**src/rtl/bcd_display_driver.sv**
```systemverilog
`default_nettype none
// ============================================================================
// Module      : bcd_display_driver
// Description : Multi-digit 7-segment display driver. It captures a binary
//               value on LOAD and either converts it to BCD with a sequential
//               shift-add-3 (double-dabble) engine or passes it through as hex
//               nibbles. The result is then decoded to active-low segments.
//               HEX/OVF hold the last result until the next conversion ends.
// Ports       : CLOCK_50  - system clock (rising edge)
//               RESET_N   - asynchronous active-low reset
//               VALUE     - unsigned binary value, sampled with LOAD
//               LOAD      - start request, sampled only when idle
//               MODE      - 0 = decimal, 1 = hexadecimal (sampled with LOAD)
//               BLANK_LZ  - 1 = blank leading zero digits (sampled with LOAD)
//               BUSY      - conversion in progress
//               DONE      - one-cycle pulse when HEX/OVF take a new result
//               OVF       - last captured value exceeded the display range
//               HEX       - 7 bits per digit, bit 7i = segment a, 0 = lit
// Revision    : 1.0 - initial release
// ============================================================================
module bcd_display_driver #(
    parameter int DIGITS = 4,   // 1..8
    parameter int WIDTH  = 14   // 1..32
) (
    input  logic                  CLOCK_50,
    input  logic                  RESET_N,
    input  logic [WIDTH-1:0]      VALUE,
    input  logic                  LOAD,
    input  logic                  MODE,
    input  logic                  BLANK_LZ,
    output logic                  BUSY,
    output logic                  DONE,
    output logic                  OVF,
    output logic [7*DIGITS-1:0]   HEX
);

    localparam int BW = 4 * DIGITS;
    localparam int HW = 7 * DIGITS;
    localparam int CW = $clog2(WIDTH + 1);

    function automatic logic [63:0] pow10(input int n);
        logic [63:0] p;
        p = 64'd1;
        for (int k = 0; k < n; k++) begin
            p = p * 64'd10;
        end
        return p;
    endfunction

    // Largest displayable values for each mode.
    localparam logic [63:0] DEC_MAX = pow10(DIGITS) - 64'd1;
    localparam logic [63:0] HEX_LIM = 64'd1 << BW;

    // Segment vectors below are stored with segment a in bit 0.
    localparam logic [6:0] SEG_BLANK = 7'b1111111;
    localparam logic [6:0] SEG_DASH  = 7'b0111111;  // only g lit

    // Patterns are written in a..g reading order and reversed on return so
    // that segment a ends up in bit 0.
    function automatic logic [6:0] seg_of(input logic [3:0] n);
        logic [6:0] p;
        case (n)
            4'h0: p = 7'b0000001;
            4'h1: p = 7'b1001111;
            4'h2: p = 7'b0010010;
            4'h3: p = 7'b0000110;
            4'h4: p = 7'b1001100;
            4'h5: p = 7'b0100100;
            4'h6: p = 7'b0100000;
            4'h7: p = 7'b0001111;
            4'h8: p = 7'b0000000;
            4'h9: p = 7'b0000100;
            4'hA: p = 7'b0001000;
            4'hB: p = 7'b1100000;
            4'hC: p = 7'b0110001;
            4'hD: p = 7'b1000010;
            4'hE: p = 7'b0110000;
            default: p = 7'b0111000;
        endcase
        return {p[0], p[1], p[2], p[3], p[4], p[5], p[6]};
    endfunction

    typedef enum logic [1:0] {
        S_IDLE   = 2'd0,
        S_SHIFT  = 2'd1,
        S_UPDATE = 2'd2
    } state_t;

    state_t           state_q;
    logic [BW-1:0]    bcd_q;
    logic [WIDTH-1:0] sr_q;
    logic [CW-1:0]    cnt_q;
    logic [BW-1:0]    nib_q;      // captured VALUE as hex nibbles
    logic             mode_q;
    logic             blank_q;
    logic             ovf_cap_q;
    logic             busy_q;
    logic             done_q;
    logic             ovf_q;
    logic [HW-1:0]    hex_q;

    logic [BW-1:0]    bcd_adj_d;
    logic [BW-1:0]    bcd_d;
    logic [BW-1:0]    src_d;
    logic [HW-1:0]    hex_d;
    logic             seen_d;
    logic [63:0]      val64_d;
    logic             ovf_d;

    // Double-dabble step: correct nibbles >= 5, then shift the next value bit in.
    // Bits leaving the top nibble are discarded; the capture-time overflow
    // check already flags those values.
    always_comb begin
        bcd_adj_d = bcd_q;
        for (int i = 0; i < DIGITS; i++) begin
            if (bcd_q[4*i +: 4] >= 4'd5) begin
                bcd_adj_d[4*i +: 4] = bcd_q[4*i +: 4] + 4'd3;
            end
        end
        bcd_d = {bcd_adj_d[BW-2:0], sr_q[WIDTH-1]};
    end

    // Overflow is decided from the raw value at capture time.
    always_comb begin
        val64_d = 64'(VALUE);
        ovf_d   = MODE ? (val64_d >= HEX_LIM) : (val64_d > DEC_MAX);
    end

    // Segment decode with leading-zero blanking, scanned from the top digit
    // down; digit 0 is never blanked.
    always_comb begin
        src_d  = mode_q ? nib_q : bcd_q;
        hex_d  = '1;
        seen_d = 1'b0;
        for (int i = DIGITS - 1; i >= 0; i--) begin
            if (src_d[4*i +: 4] != 4'd0) begin
                seen_d = 1'b1;
            end
            if (ovf_cap_q) begin
                hex_d[7*i +: 7] = SEG_DASH;
            end else if (blank_q && !seen_d && (i != 0)) begin
                hex_d[7*i +: 7] = SEG_BLANK;
            end else begin
                hex_d[7*i +: 7] = seg_of(src_d[4*i +: 4]);
            end
        end
    end

    always_ff @(posedge CLOCK_50 or negedge RESET_N) begin
        if (!RESET_N) begin
            state_q   <= S_IDLE;
            bcd_q     <= '0;
            sr_q      <= '0;
            cnt_q     <= '0;
            nib_q     <= '0;
            mode_q    <= 1'b0;
            blank_q   <= 1'b0;
            ovf_cap_q <= 1'b0;
            busy_q    <= 1'b0;
            done_q    <= 1'b0;
            ovf_q     <= 1'b0;
            hex_q     <= '1;
        end else begin
            done_q <= 1'b0;
            case (state_q)
                S_IDLE: begin
                    if (LOAD) begin
                        bcd_q     <= '0;
                        sr_q      <= VALUE;
                        cnt_q     <= CW'(WIDTH);
                        nib_q     <= BW'(VALUE);
                        mode_q    <= MODE;
                        blank_q   <= BLANK_LZ;
                        ovf_cap_q <= ovf_d;
                        busy_q    <= 1'b1;
                        state_q   <= MODE ? S_UPDATE : S_SHIFT;
                    end
                end
                S_SHIFT: begin
                    bcd_q <= bcd_d;
                    sr_q  <= sr_q << 1;
                    cnt_q <= cnt_q - CW'(1);
                    if (cnt_q == CW'(1)) begin
                        state_q <= S_UPDATE;
                    end
                end
                S_UPDATE: begin
                    hex_q   <= hex_d;
                    ovf_q   <= ovf_cap_q;
                    done_q  <= 1'b1;
                    busy_q  <= 1'b0;
                    state_q <= S_IDLE;
                end
                default: begin
                    busy_q  <= 1'b0;
                    state_q <= S_IDLE;
                end
            endcase
        end
    end

    assign BUSY = busy_q;
    assign DONE = done_q;
    assign OVF  = ovf_q;
    assign HEX  = hex_q;

endmodule
`default_nettype wire

```
**config.mk**
```make
export PLATFORM = sky130hd
export DESIGN_NAME = bcd_display_driver
export DESIGN_NICKNAME = d
export VERILOG_FILES = /design/src/rtl/bcd_display_driver.sv
export SDC_FILE = /design/constraint.sdc
export NUM_CORES = 1
export LEC_CHECK = 0
export ABC_AREA = 1
export BUFFER_PORTS_ARGS = -buffer_cell sky130_fd_sc_hd__buf_2
export CORE_ASPECT_RATIO = 0.5
export CORE_MARGIN = 2
export CORE_UTILIZATION = 45
export CTS_CLUSTER_SIZE = 24
export DETAILED_ROUTE_END_ITERATION = 7
export GPL_ROUTABILITY_DRIVEN = 1
export HOLD_SLACK_MARGIN = 0.12
export PLACE_DENSITY_LB_ADDON = 0.08
export SLEW_MARGIN = 25
export SYNTH_ARGS = -nofsm -noshare
export SYNTH_HDL_FRONTEND = slang
export SYNTH_SLANG_ARGS = --single-unit
```
**constraint.sdc**
```tcl
create_clock -name CLOCK_50 -period 4.05 [get_ports CLOCK_50]
set_input_delay 0.2025 -clock CLOCK_50 [delete_from_list [all_inputs] [get_ports CLOCK_50]]
set_output_delay 0.2025 -clock CLOCK_50 [all_outputs]
set_load 0.005 [all_outputs]
```
==> metrics.log, run 1 <==
INFO  metric synth-edff-count = 0
INFO  metric synthesis.area_per_instance = 7.72 µm²
INFO  metric most_area_consuming_cells_after_synthesis = sky130_fd_sc_hd__dfrtp_1, sky130_fd_sc_hd__dfstp_2, sky130_fd_sc_hd__nand2_1
INFO  metric count_of_state_elements_after_synthesis = 84
INFO  metric antenna_cells_inserted = 0
INFO  metric chip_width = 154 µm
INFO  metric timing.critical_path.required = 4.33 ns
INFO  metric grt-ovfl-total = 0
INFO  metric max-clock-path-buffers = 2
INFO  metric synthTopCellsByCount = sky130_fd_sc_hd__nand2_1, sky130_fd_sc_hd__inv_1, sky130_fd_sc_hd__nor2_1, sky130_fd_sc_hd__o21ai_0
INFO  metric globalplace.congestion = 0.819
INFO  metric rsz0062_at_grt = no
INFO  metric critical_path.endpoint_type = register
INFO  metric detail_route.first_pass.iterations = 4
INFO  metric global_route_wire_length_before_repair = 20300 µm
INFO  metric syn_nets = 708
INFO  metric via_count = 4338
INFO  metric area_delta_synth_final = 14.8%
INFO  metric floorplan.rows = 27
INFO  metric finalCritPeriodShare = 59.4%
INFO  metric core_region_area = 10900 µm²
INFO  metric floorplan.initialDensity = 46.0%
INFO  metric yosys_warnings = 0
INFO  metric fillerInstances = 1129
INFO  metric max-vdd-ir-drop = 288 µV
INFO  metric critical_path.max_fanout = 17
INFO  metric drv.max_cap_violation_count = 0
INFO  metric r2r.worst_path.cells = 13
INFO  metric avgRoutedWirePerCell = 14.3 µm
INFO  metric crit_arrival = 2.68 ns
INFO  metric yosys.cell_count.top_type = sky130_fd_sc_hd__nand2_1
INFO  metric setup.worst_path.class = register to register
INFO  metric pre_cts_slack = 1.64 ns
INFO  metric highest_attainable_clock_frequency = 415 MHz
INFO  metric worstHoldPathCells = 3
INFO  metric synth_top_cell_area_share = 27.8%
INFO  metric drtAntennaViolNets = 0
INFO  metric finish.net_count = 759
INFO  metric gate_count_of_the_mapped_netlist = 652
INFO  metric yosysUniqueCellTypes = 37
INFO  metric final_max_slew_viol_count = 0
INFO  metric via_per_inst = 5.09
INFO  metric power_per_cell_area = 781 nW/µm²
INFO  metric root_buffer = sky130_fd_sc_hd__clkbuf_16
INFO  metric sequential_cell_area = 2140 µm²
INFO  metric antenna_found_initial = 0
INFO  metric multi_input_area = 2520 µm²
INFO  metric dpl.hpwl = 8960 µm
INFO  metric number_of_buffers_added_by_the_clock_tree_synthesis_step = 9
INFO  metric design.portCount = 50
INFO  metric setup_tns = 0 ns
INFO  metric numClockSinks = 84
INFO  metric worstHoldPathType = input pin to register
INFO  metric number_of_gates_given_a_new_drive_strength_after_cts = 0
INFO  metric clock_tree_from_tritoncts = built
INFO  metric post-cts-setup-buffer-count = 0
INFO  metric hold_slack = 0.128 ns
INFO  metric clk_transition_reported_paths = 0.07 ns
INFO  metric setup_ws = 1.64 ns
INFO  metric finalHoldViolations = 0
INFO  metric layout-drive-gt1-share = 19.1%
INFO  metric timing.max_slew.rel_slack = 40.9%
INFO  metric floorplan.die.height = 78.8 µm
INFO  metric synth_seq_area_share = 42.5%
INFO  metric period_minus_slack = 2.41 ns
INFO  metric setup-violations-final = 0
INFO  metric netlist_area_before_placement = 5030 µm²
INFO  metric asyncSetResetFlopFracSynth = 100%
INFO  metric drt-initial-drc-count = 356
INFO  metric remaining_drc_errors = 0
INFO  metric timing_worst_slew_pin_value = 0.885 ns
INFO  metric grt_max_degree = 50
INFO  metric insertion_delay = 0.35 ns
INFO  metric synth.largest_area_cell = sky130_fd_sc_hd__dfrtp_1
INFO  metric postSynth.topFlopCell = sky130_fd_sc_hd__dfrtp_1
INFO  metric run_status = completed
INFO  metric floorplan.die_area = 12100 µm²
INFO  metric postRouteWirelength = 12200 µm
INFO  metric vias_in_the_first_global_route = 3960
INFO  metric gr-usage-all-layers = 21.4%
INFO  metric start_kind = register
INFO  metric fin_worst_skew = 0.0106 ns
INFO  metric cts.htree.levels = 3
INFO  metric io_buffers = 49
INFO  metric power_leakage = 2.87 nW
[routing by layer]
layer | vias to the layer above | GRT usage [%] | share of wire (%)
met2 | 120 | 28.7 | 37
met5 | - | 0 | 0
met3 | 7 | 4.91 | 6.5
li1 | 2197 | - | -
met1 | 2014 | 34.0 | 56
met4 | 0 | 5.32 | 0.80
[where the power goes]
part	internal, mW	switching, mW
Sequential	1.27	0.200
Clock	0.545	0.367
Combinational	0.718	1.41
Total	2.53	1.98
[layout make-up]
cell class                 count  area share [%]
clock buffer                   9            3.90
clock inverter                 7            1.67
inverter                      70            4.55
multi-input combinational    478            43.7
sequential                    84            37.0
tap                          145            3.14
timing repair buffer          60            6.02
[cell families (layout without fill, tap and decap cells)]
logic type | Yosys count | in the layout | share of synthesized area [%]
and+or+nand+nor | 326 | 326 | 27.9
AOI/OAI and AO/OA | 112 | 112 | 12.5
xor gates and xnor gates | 3 | 3 | 0.522
adders and majority gates | 37 | 37 | 9.20
DFF | 84 | 84 | 42.5
buffers and inverters | 90 | 146 | 7.46
[metrics by stage]
stage	utilization (%)	instances	cell area (µm²)	power [mW]
after floorplan	-	652	5030	3.00
after global placement	49.2	830	5380	3.58
after detailed placement	49.2	830	5380	3.60
after CTS	52.7	853	5770	4.53
after global routing	52.8	853	5780	4.94
final	52.8	853	5780	4.51
[repair_timing]
item                       in CTS  in global routing
hold buffers                    7                  0
hold endpoints to repair       47                  0
setup endpoints to repair       0                  0
[placed cells by master (no fill, tap or decap), types with 2 or more instances in the layout]
cell type                       instances
sky130_fd_sc_hd__a21oi_1               22
sky130_fd_sc_hd__a31oi_1                4
sky130_fd_sc_hd__buf_2                 48
sky130_fd_sc_hd__buf_4                  5
sky130_fd_sc_hd__bufinv_16              2
sky130_fd_sc_hd__clkbuf_16              9
sky130_fd_sc_hd__clkinv_2               2
sky130_fd_sc_hd__dfrtp_1               56
sky130_fd_sc_hd__dfstp_2               28
sky130_fd_sc_hd__dlygate4sd3_1          7
sky130_fd_sc_hd__ha_1                  37
sky130_fd_sc_hd__inv_1                 63
sky130_fd_sc_hd__inv_2                  7
sky130_fd_sc_hd__inv_6                  3
sky130_fd_sc_hd__nand2_1              184
sky130_fd_sc_hd__nand2_2                8
sky130_fd_sc_hd__nand2_4                4
sky130_fd_sc_hd__nand3_1               56
sky130_fd_sc_hd__nand4_1                3
sky130_fd_sc_hd__nor2_1                57
sky130_fd_sc_hd__nor2_2                 3
sky130_fd_sc_hd__o211ai_1               2
sky130_fd_sc_hd__o21ai_0               57
sky130_fd_sc_hd__o21ai_1                7
sky130_fd_sc_hd__o21ai_2                8
sky130_fd_sc_hd__o22ai_1                6
sky130_fd_sc_hd__or2_1                  2
sky130_fd_sc_hd__or2_2                  4
sky130_fd_sc_hd__xor2_1                 3
[final timing paths]
| kind | slack, ns | endpoint | start |
|---|---|---|---|
| worst max-delay path | 1.64 | HEX[7] | mode_q |
| worst min-delay path | 0.13 | nib_q[6] | VALUE[6] |
| worst max register to register | 1.64 | HEX[7] | mode_q |
| worst min register to register | 0.47 | HEX[13] | HEX[13] |
| max in group asynchronous | 2.68 | HEX[10] | RESET_N |
| min in group asynchronous | 0.41 | sr_q[11] | RESET_N |
[critical path: stages, from the launching register on]
cell and delay, ns:
sky130_fd_sc_hd__dfrtp_1 0.68, sky130_fd_sc_hd__buf_4 0.36, sky130_fd_sc_hd__nor2_1 0.08, sky130_fd_sc_hd__a21oi_2 0.22, sky130_fd_sc_hd__inv_1 0.14, sky130_fd_sc_hd__ha_1 0.23, sky130_fd_sc_hd__nand2_1 0.12, sky130_fd_sc_hd__inv_1 0.05
sky130_fd_sc_hd__nand3_1 0.09, sky130_fd_sc_hd__nor2_2 0.06, sky130_fd_sc_hd__nand2_2 0.11, sky130_fd_sc_hd__nand2_2 0.07, sky130_fd_sc_hd__nor2_1 0.10, sky130_fd_sc_hd__nor2_1 0.04
[registers in the layout, indices dropped and copies added, names as in the netlist]
name	flops
HEX	28
bcd_q	16
nib_q	14
sr_q	14
cnt_q	4
state_q	2
BUSY	1
DONE	1
OVF	1
blank_q	1
mode_q	1
ovf_cap_q	1
Note: power is estimated with default switching activity, not from simulation.
==> inputs of run 2 (changes only) <==
==> constraint.sdc (replaced) <==
create_clock -name CLOCK_50 -period 2.15 [get_ports CLOCK_50]
set_input_delay 0.1075 -clock CLOCK_50 [delete_from_list [all_inputs] [get_ports CLOCK_50]]
set_output_delay 0.1075 -clock CLOCK_50 [all_outputs]
set_load 0.005 [all_outputs]
==> run 2 against run 1 <==
  * Wire length is 4.2% higher
  * Setup slack lost 1.4 ns
  * Register-to-register slack lost 1.4 ns
  * Final cell count grew 2.7%
  * Final area is 3.2% higher
  * Sequential share of layout area fell by 1.1 points
  * Power rose by 91%
  * Via count up 0.88%
  * Global-route usage grew 0.81 points
  * Critical path depth fell by 3
  * Die area unchanged
  * Count of clock-buffer cells in the layout up 1
  * Critical endpoint is now HEX[0]
  * Largest cell class unchanged
  * Highest routed layer unchanged
==> metrics.log, run 2 (synthesis gave the netlist of run 1 again) <==
INFO  metric number_of_hold_buffers_added_after_cts = 17
INFO  metric io_buffers = 49
INFO  metric fin_worst_skew = 0.0128 ns
INFO  metric layout-drive-gt1-share = 20.1%
INFO  metric critical_path.max_fanout = 13
INFO  metric max-clock-path-buffers = 2
INFO  metric root_buffer = sky130_fd_sc_hd__clkbuf_16
INFO  metric drv.max_cap_violation_count = 0
INFO  metric number_of_gates_given_a_new_drive_strength_after_cts = 0
INFO  metric reg2reg_slack = 0.24 ns
INFO  metric core_region_area = 10900 µm²
INFO  metric insertion_delay = 0.35 ns
INFO  metric gr-usage-all-layers = 22.2%
INFO  metric floorplan.initialDensity = 46.0%
INFO  metric post-cts-setup-buffer-count = 0
INFO  metric avgRoutedWirePerCell = 14.5 µm
INFO  metric setup-violations-final = 0
INFO  metric detail_route.first_pass.iterations = 5
INFO  metric remaining_drc_errors = 0
INFO  metric whs_endpoint = blank_q
INFO  metric finalCritPeriodShare = 88.9%
INFO  metric cts.htree.levels = 3
INFO  metric chip_width = 154 µm
INFO  metric start_kind = register
INFO  metric highest_attainable_clock_frequency = 523 MHz
INFO  metric floorplan.die.height = 78.8 µm
INFO  metric vias_in_the_first_global_route = 4020
INFO  metric critical_path.startpoint = mode_q
INFO  metric antenna_cells_inserted = 0
INFO  metric postRouteWirelength = 12700 µm
INFO  metric design.portCount = 50
INFO  metric timing.max_slew.rel_slack = 63.2%
INFO  metric via_per_inst = 5.00
INFO  metric crit_arrival = 2.19 ns
INFO  metric period_minus_slack = 1.91 ns
INFO  metric finish.net_count = 782
INFO  metric floorplan.rows = 27
INFO  metric max-vdd-ir-drop = 741 µV
INFO  metric clock_tree_from_tritoncts = built
INFO  metric dpl.hpwl = 9310 µm
INFO  metric worst_path_max_delay_cell = sky130_fd_sc_hd__dfrtp_1
INFO  metric run_status = completed
INFO  metric layout.cells.most_common_list = sky130_fd_sc_hd__nand2_1, sky130_fd_sc_hd__inv_1, sky130_fd_sc_hd__nor2_1
INFO  metric cp_cell_sequence = buf_4 -> o21ai_2 -> inv_2 -> ha_1 -> inv_1 -> nand2_1 -> nand3_1 -> nand3_1 -> o21ai_1 -> inv_1
INFO  metric area_delta_synth_final = 18.4%
INFO  metric crit_reg_reg_endpoint = HEX[0]
INFO  metric global_route_wire_length_before_repair = 21000 µm
INFO  metric r2r.worst_path.cells = 10
INFO  metric worstHoldPathType = input pin to register
INFO  metric timing.critical_path.required = 2.43 ns
INFO  metric grt_max_degree = 45
INFO  metric drt-initial-drc-count = 348
INFO  metric most_common_library_cell_in_the_layout_ignoring_fill_and_taps = sky130_fd_sc_hd__nand2_1
INFO  metric antenna_found_initial = 0
INFO  metric timing.critical_path.buf_inv = 4
INFO  metric drtAntennaViolNets = 0
INFO  metric power_per_cell_area = 1440 nW/µm²
INFO  metric critical_path.endpoint_type = register
INFO  metric globalplace.congestion = 0.864
INFO  metric setup.worst_path.class = register to register
INFO  metric power_leakage = 2.96 nW
INFO  metric hp-start = LOAD
INFO  metric finalHoldViolations = 0
INFO  metric timing.critical_path.max_delay_family = compound AO/OA/AOI/OAI gates
INFO  metric final_max_slew_viol_count = 0
INFO  metric slowest_delay = 0.43 ns
INFO  metric numClockSinks = 84
INFO  metric worstHoldPathCells = 5
INFO  metric rsz0062_at_grt = no
INFO  metric clk_transition_reported_paths = 0.07 ns
INFO  metric floorplan.die_area = 12100 µm²
INFO  metric setup_tns = 0 ns
INFO  metric via_count = 4376
INFO  metric number_of_buffers_added_by_the_clock_tree_synthesis_step = 9
INFO  metric grt-ovfl-total = 0
INFO  metric timing_worst_slew_pin_value = 0.552 ns
INFO  metric final_core_util = 54.4%
INFO  metric crit-reg2reg-launch = mode_q
INFO  metric largest_register_ffs = 28
[run 2: changes by cell type in the layout (fill, tap and decap cells not counted), sizes merged]
| cell | previous run | this run |
|---|---|---|
| inv | 73 | 72 |
| clkinvlp | 0 | 3 |
| clkinv | 2 | 0 |
| clkbuf | 9 | 10 |
| dlygate4sd3 | 7 | 17 |
| bufinv | 2 | 1 |
| buf | 53 | 66 |
[run 2: worst register-to-register path, delay by kind of cell, from the launching register on]
kind	cells	cell delay [ns]
compound gates	2	0.48
fa+ha+maj	1	0.23
buf+inv	4	0.46
flops	1	0.43
simple gates	3	0.26
[run 2: how the worst max path moves through the flow]
stage,endpoint,slack (ns),cells after the start
after detailed placement,HEX[11],0.25,12
after floorplan,HEX[10],0.25,14
after global placement,HEX[9],0.28,12
final,HEX[0],0.24,10
after CTS,HEX[11],0.24,12
after global routing,HEX[9],0.03,12
[run 2: per-layer routing]
layer / vias up / wire [µm] / global-route usage [%]
met5: - / 0 / 0
met4: 0 / 99 / 5.23
met3: 8 / 675 / 5.08
met2: 115 / 4770 / 28.8
met1: 2002 / 7160 / 36.2
li1: 2251 / - / -
[run 2: layout make-up]
cell class	instances	area (µm²)
fillers	1081	4990
multi-input cells	478	2520
flip-flops and latches	84	2140
repair buffers	83	546
inverters	70	263
clock buffers	10	239
well taps	145	181
clock inverters	6	70.1
[run 2: report_power, final]
| group | leakage (nW) | total [mW] | internal, mW | switching [mW] |
|---|---|---|---|---|
| sequential | 1.01 | 2.75 | 2.39 | 0.360 |
| combinational | 1.81 | 4.19 | 1.48 | 2.71 |
| clock | 0.142 | 1.65 | 0.941 | 0.707 |
[run 2: per-stage QoR]
step	total power [mW]	std cells	worst slack [ns]	hold WS (ns)	cell area [µm²]
5_1_grt	9.40	876	0.0284	0.282	5960
4_1_cts	8.62	876	0.237	0.219	5960
2_1_floorplan	5.65	652	0.250	-0.188	5030
6_report	8.59	876	0.238	0.231	5960
3_3_place_gp	6.89	843	0.279	0.142	5480
3_5_place_dp	6.92	843	0.247	0.144	5480
